### config.mk
export PLATFORM = sky130hd
export DESIGN_NAME = slot_config_sequencer
export DESIGN_NICKNAME = d
export VERILOG_FILES = /design/src/rtl/slot_config_sequencer.sv
export SDC_FILE = /design/constraint.sdc
export NUM_CORES = 1
export LEC_CHECK = 0
export ABC_AREA = 1
export CORE_ASPECT_RATIO = 0.5
export CORE_MARGIN = 2
export CORE_UTILIZATION = 30
export CTS_CLUSTER_SIZE = 30
export DETAILED_ROUTE_END_ITERATION = 10
export GPL_TIMING_DRIVEN = 0
export PLACE_DENSITY_LB_ADDON = 0.15
export SLEW_MARGIN = 0
export SYNTH_ARGS = -nofsm -noshare
export SYNTH_HDL_FRONTEND = slang
export SYNTH_SLANG_ARGS = --single-unit
### constraint.sdc
create_clock -name clk_logic -period 2.55 [get_ports clk_logic]
set_input_delay 0.51 -clock clk_logic [delete_from_list [all_inputs] [get_ports clk_logic]]
set_output_delay 0.51 -clock clk_logic [all_outputs]
set_load 0.02 [all_outputs]
### src/rtl/slot_config_sequencer.sv
// Programs slotmaker's slot/card configuration port from one of two slot maps,
// with single-slot runtime overrides. Optional status outputs: SLOT_CFG_STATUS_EN.
module slot_config_sequencer #(
  parameter logic [63:0] SLOT_MAP_DEFAULT = 64'h01000002_00030000,
  parameter logic [63:0] SLOT_MAP_ALT     = 64'h00000002_01030000,
  parameter int unsigned SETTLE_CYCLES    = 54000
) (
  input  logic        clk_logic,
  input  logic        device_reset_n,
  input  logic        alt_sel_i,
  input  logic        start_i,
  input  logic        ovr_req_i,
  input  logic [2:0]  ovr_slot_i,
  input  logic [7:0]  ovr_card_i,
  output logic        ovr_ack_o,
  output logic [2:0]  cfg_slot_o,
  output logic        cfg_wr_o,
  output logic [7:0]  cfg_card_o,
  output logic        cfg_reconfig_o,
  output logic        busy_o,
  output logic        done_o
`ifdef SLOT_CFG_STATUS_EN
  ,
  output logic [63:0] shadow_map_o,
  output logic [7:0]  reconfig_count_o
`endif
);

  localparam int unsigned CW = $clog2(SETTLE_CYCLES);
  localparam logic [CW-1:0] SETTLE_LAST = CW'(SETTLE_CYCLES - 1);

  typedef enum logic [2:0] {INIT, IDLE, SETTLE, WRITE, GAP, RECONFIG} state_t;

  state_t          state;
  logic            sel_meta;
  logic            sel_sync;
  logic            applied_sel;
  logic            pending_start;
  logic [1:0]      init_cnt;
  logic [CW-1:0]   settle_cnt;
  logic [3:0]      idx;
  logic            full_seq;
  logic            ovr_seq;
  logic [7:0][7:0] shadow;
  logic [7:0][7:0] map_sync;
  logic [7:0][7:0] map_applied;

  always_comb begin
    map_sync    = sel_sync    ? SLOT_MAP_ALT : SLOT_MAP_DEFAULT;
    map_applied = applied_sel ? SLOT_MAP_ALT : SLOT_MAP_DEFAULT;
  end

  always_ff @(posedge clk_logic or negedge device_reset_n) begin
    if (!device_reset_n) begin
      sel_meta <= 1'b0;
      sel_sync <= 1'b0;
    end else begin
      sel_meta <= alt_sel_i;
      sel_sync <= sel_meta;
    end
  end

  // The state names what the registered outputs show this cycle; each branch
  // registers the outputs of the following cycle, so the first write of a
  // sequence leaves on the same edge that decides to start it.
  always_ff @(posedge clk_logic or negedge device_reset_n) begin
    if (!device_reset_n) begin
      state          <= INIT;
      applied_sel    <= 1'b0;
      pending_start  <= 1'b0;
      init_cnt       <= '0;
      settle_cnt     <= '0;
      idx            <= '0;
      full_seq       <= 1'b0;
      ovr_seq        <= 1'b0;
      shadow         <= '0;
      ovr_ack_o      <= 1'b0;
      cfg_slot_o     <= '0;
      cfg_wr_o       <= 1'b0;
      cfg_card_o     <= '0;
      cfg_reconfig_o <= 1'b0;
      busy_o         <= 1'b0;
      done_o         <= 1'b0;
    end else begin
      if (start_i) pending_start <= 1'b1;
      case (state)
        INIT: begin
          busy_o <= 1'b1;
          if (init_cnt == 2'd2) begin
            applied_sel <= sel_sync;
            shadow      <= map_sync;
            cfg_wr_o    <= 1'b1;
            cfg_slot_o  <= '0;
            cfg_card_o  <= map_sync[0];
            idx         <= 4'd1;
            full_seq    <= 1'b1;
            ovr_seq     <= 1'b0;
            state       <= WRITE;
          end else begin
            init_cnt <= init_cnt + 2'd1;
          end
        end
        IDLE: begin
          if (pending_start || start_i) begin
            pending_start <= 1'b0;
            shadow        <= map_applied;
            cfg_wr_o      <= 1'b1;
            cfg_slot_o    <= '0;
            cfg_card_o    <= map_applied[0];
            idx           <= 4'd1;
            full_seq      <= 1'b1;
            ovr_seq       <= 1'b0;
            busy_o        <= 1'b1;
            state         <= WRITE;
          end else if (sel_sync != applied_sel) begin
            settle_cnt <= '0;
            state      <= SETTLE;
          end else if (ovr_req_i) begin
            shadow[ovr_slot_i] <= ovr_card_i;
            cfg_wr_o           <= 1'b1;
            cfg_slot_o         <= ovr_slot_i;
            cfg_card_o         <= ovr_card_i;
            full_seq           <= 1'b0;
            ovr_seq            <= 1'b1;
            busy_o             <= 1'b1;
            state              <= WRITE;
          end
        end
        SETTLE: begin
          if (sel_sync == applied_sel) begin
            state <= IDLE;
          end else if (settle_cnt == SETTLE_LAST) begin
            applied_sel <= sel_sync;
            shadow      <= map_sync;
            cfg_wr_o    <= 1'b1;
            cfg_slot_o  <= '0;
            cfg_card_o  <= map_sync[0];
            idx         <= 4'd1;
            full_seq    <= 1'b1;
            ovr_seq     <= 1'b0;
            busy_o      <= 1'b1;
            state       <= WRITE;
          end else begin
            settle_cnt <= settle_cnt + 1'b1;
          end
        end
        WRITE: begin
          if (full_seq && idx != 4'd8) begin
            cfg_slot_o <= idx[2:0];
            cfg_card_o <= shadow[idx[2:0]];
            idx        <= idx + 4'd1;
          end else begin
            cfg_wr_o <= 1'b0;
            state    <= GAP;
          end
        end
        GAP: begin
          cfg_reconfig_o <= 1'b1;
          if (full_seq) done_o <= 1'b1;
          if (ovr_seq) ovr_ack_o <= 1'b1;
          state <= RECONFIG;
        end
        RECONFIG: begin
          cfg_reconfig_o <= 1'b0;
          ovr_ack_o      <= 1'b0;
          busy_o         <= 1'b0;
          full_seq       <= 1'b0;
          ovr_seq        <= 1'b0;
          state          <= IDLE;
        end
        default: state <= INIT;
      endcase
    end
  end

`ifdef SLOT_CFG_STATUS_EN
  assign shadow_map_o = shadow;

  always_ff @(posedge clk_logic or negedge device_reset_n) begin
    if (!device_reset_n) reconfig_count_o <= '0;
    else if (state == GAP) reconfig_count_o <= reconfig_count_o + 8'd1;
  end
`endif

endmodule
== After elaboration in Yosys (flattened, before gate mapping) ==
Cells that the tools add are included.
Cells by class
  bitwise operators: 1
  reductions and logical operators: 22
  muxes and demuxes: 77
  add/sub/neg operators: 3
  eq/ne operators: 24
  $lt $le $gt $ge: 3
Operators with widths (count)
  64-bit two-way mux: 6
  64-bit one-hot mux with 3 select lines: 1
  57-bit two-way mux: 2
  8-bit two-way mux: 9
  64-bit bitwise mux: 1
  16-bit two-way mux: 4
  3-bit two-way mux: 14
  16-bit one-hot mux with 2 select lines: 1
  8-bit one-hot mux with 4 select lines: 1
  8-bit binary-select mux with 3-bit select: 1
  8-bit demux with 3-bit select: 1
  1-bit two-way mux: 21
  4-bit two-way mux: 5
  2-bit inequality test, second input constant: 10
  3-bit one-hot mux with 6 select lines: 1
  6-bit AND reduction: 3
  16-bit by 1-bit adder with 16-bit output, second input constant: 1
  16-bit == test, second input constant: 1
  1-bit one-hot mux with 4 select lines: 4
  4-bit one-hot mux with 4 select lines: 1
  7-bit AND reduction: 2
  3-bit one-hot mux with 4 select lines: 1
  5-bit AND reduction: 2
  3-bit inequality test, second input constant: 3
  other kinds (21): 34
Storage, ports and cells
  logic and storage cells: 155
  register bits: 111
  input bits: 16

== Longest topological paths before layout ==
  word-level depth: 9
  mapped depth: 13
  mapped depth without buffers: 11

== Worst setup path after synthesis ==
Ideal clock, no wire load.
  path type: flip-flop to flip-flop
  start point: reg idx[0]
  end point: reg cfg_card_o[0]
  buffers on the path: 3
  setup slack: 0.514 ns
  period minus slack after synthesis: 2.036 ns
  library setup time: 0.118 ns
  cell stages (with the launch flop): 13
  arrival: 1.918 ns
  required time: 2.432 ns
  cells stage by stage: dfrtp_1 clkbuf_1 inv_1 clkbuf_1 ha_1 nand3_1 nand2_1 a21oi_1 and2_1 nand2_1 buf_2 nand2_1 nand2_1
Between the ends
  longest elaborated chain between the ends: 4
RTL lines
  from (decl): line 41  | logic [3:0] idx;
  from (signal assigned): line 151  | idx <= idx + 4'd1;
  8-bit binary-select mux with 3-bit select / 4-bit inequality test (equally long branches): line 150, 148
  8-bit two-way mux (implied by the code) / 1-bit logical AND (equally long branches): line 150, 148
  8-bit two-way mux / 2-bit inequality test (equally long branches)
  8-bit one-hot mux with 4 select lines / 7-bit AND reduction (equally long branches)
  to (signal assigned): line 94  | cfg_card_o <= map_sync[0];
  to (signal assigned): line 109  | cfg_card_o <= map_applied[0];
  to (signal assigned): line 150  | cfg_card_o <= shadow[idx[2:0]];
  to (decl): line 18  | output logic [7:0] cfg_card_o,
Several ways; a longest one is shown, not always the timed one. The select of a mux whose other input is x is not followed.
A chain may end at the register's enable or synchronous reset.

== Worst setup path in the final report ==
  start point: in start_i
  end point: reg cfg_card_o[2]
Between the ends
  longest elaborated chain between the ends: 3
RTL lines
  from (decl): line 11  | input logic start_i,
  1-bit logical OR *: line 104  | if (pending_start || start_i) begin
  3-bit inequality test (no source line) / 8-bit two-way mux (equally long branches)
  7-bit AND reduction (no source line) / 8-bit one-hot mux with 4 select lines (equally long branches)
  to (signal assigned): line 94
  to (signal assigned): line 109
  to (signal assigned): line 122  | cfg_card_o <= ovr_card_i;
Every way passes the cells marked *; elsewhere a longest branch is shown, timed or not.

==> flow_metrics.tcl <==
set metrics [dict create \
    slew_violations 0 \
    htreeDepth 3 \
    path_class "input pin to register" \
    cts.reportedPaths.clkPinSlew_ns 0.08 \
    crit_required_ns 2.86 \
    clockBufferDepth 2 \
    synth_nets 848 \
    syn-instance-count 828 \
    whs_ns 0.357 \
    worstHoldEndpoint "sel_sync" \
    fin_crit_sh 0.953 \
    die_area_um2 21700 \
    totalWireLength_mm 19.8 \
    cts-root-buf "clkbuf_16" \
    initial_core_util 0.311 \
    slew_headroom 0.437 \
    power_leakage_nw 3.57 \
    hold_class "register to register" \
    power.internal_mw 4.14 \
    clkLatencyLatePin_ns 0.37 \
    drive_gt1_frac 0.0856 \
    clkPwrFrac 0.199 \
    yosysSeqAreaShare 0.453 \
    ir_drop_mv 0.473 \
    rr_worst_depth 11 \
    numCtsBuffers 9 \
    final_cell_mix "302 x nand2_1, 110 x dfrtp_1, 75 x nand4_1" \
    area_growth_pct 18.0 \
    die_y_um 105 \
    antenna_left 0 \
    antenna_found_initial 0 \
    ys_types 32 \
    finalCriticalPeriod_ns 2.43 \
    die_x_um 206 \
    p_sw_mw 3.72 \
    holdPathStages 0 \
    grt_usage 0.192 \
    outcome "finished clean" \
    drt_pass1_iterations 5 \
    arrival_ns 2.74 \
    place_ws_ns -0.574 \
    netlist_area_um2 6130 \
    worst_slew_pin_slew_ns 0.841 \
    max_freq_mhz 411 \
    drc 0 \
    r2r_slack_ns 0.17 \
    gp_congestion 0.874 \
    synth-edff-count 0 \
    ys.flop_type "dfrtp_1" \
    stdcell_count 1142 \
    dpl.hpwl_mm 14.1 \
    ios 32 \
    layout.nets 891 \
    yosys_warnings 0 \
    fin_skew_ns 0.0156 \
    hold_viol_final 0 \
    grt_pass1_vias 5629 \
    setup_viol 0 \
    grt_max_degree 93 \
    r2r-end "cfg_card_o[0]" \
    cap_violations 0 \
    dp.cells 1126 \
    syn_area_per_cell_um2 7.41 \
    vias 5807 \
    powerDensity_nw_per_um2 1090 \
    port_buffers 31 \
    final_common_cell "nand2_1" \
    worstSetupEndpointType "register" \
    avgViaCountPerCell 5.08 \
    fp-row-count 36 \
    wl_per_cell_um 17.3 \
    p_seq_frac 0.302 \
    async_reset_ff_frac 1.00 \
    grt_overflow_total 0 \
    cts_tree "yes" \
    startpoint_type "input pin" \
    layout_setup_ws_ns 0.119 \
    core_area_um2 19700 \
    hp-start "sel_meta" \
    clkSinkCount 111 \
    comb_power_share 0.499 \
    ys_ff_latch 111 \
    grt_first_pass_wirelength_mm 31.7 \
    antenna_cells 0 \
    reg2reg_from "idx[0]" \
    crit_fanout 10 \
    first_iter_violations 392 \
    swShare 0.473 \
]
-- stage by stage --
stage | power (mW) | area (um^2) | TNS (ns) | utilization
2_1_floorplan | 4.77 | 6130 | 0 | -
3_3_place_gp | 6.10 | 6780 | -440.06 | 0.344
3_5_place_dp | 6.12 | 6810 | -20.66 | 0.345
4_1_cts | 7.73 | 7150 | 0 | 0.362
5_1_grt | 8.37 | 7240 | -0.00397 | 0.367
6_report | 7.86 | 7240 | 0 | 0.367
-- kinds of logic after synthesis --
| family | share of synthesized area |
|---|---|
| AND/OR/NAND/NOR | 0.412 |
| buffers and inverters | 0.0657 |
| XOR/XNOR | 0.00999 |
| adder cells (fa/ha/maj) | 0.00816 |
| flip-flops | 0.453 |
| AO/OA/AOI/OAI | 0.0518 |
-- sequential cells by signal, summed over array words and instances, names as in the netlist, 2 cells and up --
name,flops
cfg_card_o,8
settle_cnt,16
state,3
shadow,64
idx,4
init_cnt,2
cfg_slot_o,3
-- cell type report --
| type | count | area (um^2) |
|---|---|---|
| Clock buffer | 10 | 229 |
| Multi-Input combinational cell | 627 | 3040 |
| Fill cell | 2145 | 12500 |
| Buffer | 32 | 201 |
| Clock inverter | 6 | 90.1 |
| Tap cell | 266 | 333 |
| Sequential cell | 111 | 2780 |
| Inverter | 57 | 218 |
| Timing Repair Buffer | 33 | 349 |
-- worst max-delay path by stage --
stage,from,endpoint,slack [ns],cells after the start
after floorplan,idx[0],cfg_card_o[0],0.51,12
after detailed placement,start_i,cfg_card_o[2],-0.57,8
after global routing,start_i,cfg_card_o[2],-0.004,8
after CTS,idx[0],cfg_card_o[0],0.006,11
after global placement,device_reset_n,shadow[59],-3.79,1
final,start_i,cfg_card_o[2],0.12,8
-- critical path, cell delays in order --
cell and delay, ns:
clkdlybuf4s50_1 0.44, nor2_1 0.25, clkbuf_1 0.50, nand2_1 0.13, nor2_2 0.56, nand3b_1 0.19
nand3_1 0.08, nand2_1 0.06
-- per-layer routing --
metal,vias up,track usage,part of all wire,wire [um]
met1,2835,0.272,0.49,9620
met5,-,0,0,0
met4,0,0.0423,0.015,306
li1,2830,-,-,-
met3,25,0.0346,0.044,867
met2,117,0.302,0.46,9010
-- cell usage after synthesis, types with 2 or more instances --
cell      instances  area (um^2)
nand2_1         302         1130
a21oi_1           3         15.0
buf_6             7         78.8
nor2_1           73          274
o22ai_1           4         25.0
o21ai_1           5         25.0
xor2_1            7         61.3
inv_2             6         22.5
o21bai_1          3         22.5
nand4_2           8          100
nand4_1          75          469
clkbuf_1         16         60.1
nor3_1            8         40.0
nand3_1          70          350
nand2_2           4         25.0
o21ai_0          38          190
or2_2             2         12.5
dfrtp_1         111         2780
ha_1              4         50.1
buf_2            10         50.1
nor2_2            4         25.0
nand3b_1          9         67.6
inv_1            50          188
-- power by group through the flow --
stage          logic, mW  clock network [mW]  registers [mW]
6_report            3.92                1.57            2.38
5_1_grt             4.26                1.69            2.42
4_1_cts             3.74                1.62            2.37
3_5_place_dp        3.74                   0            2.38
3_3_place_gp        3.72                   0            2.37
2_1_floorplan       2.33                   0            2.43
-- repair_timing --
| item | CTS | global route |
|---|---|---|
| setup endpoints to repair | 28 | 73 |
| hold buffers | 1 | 0 |
| endpoints found under the hold margin | 19 | 0 |
| gates resized for setup | 8 | 21 |
| buffers inserted | 0 | 0 |
No activity file was read; power rests on OpenSTA's default activity.
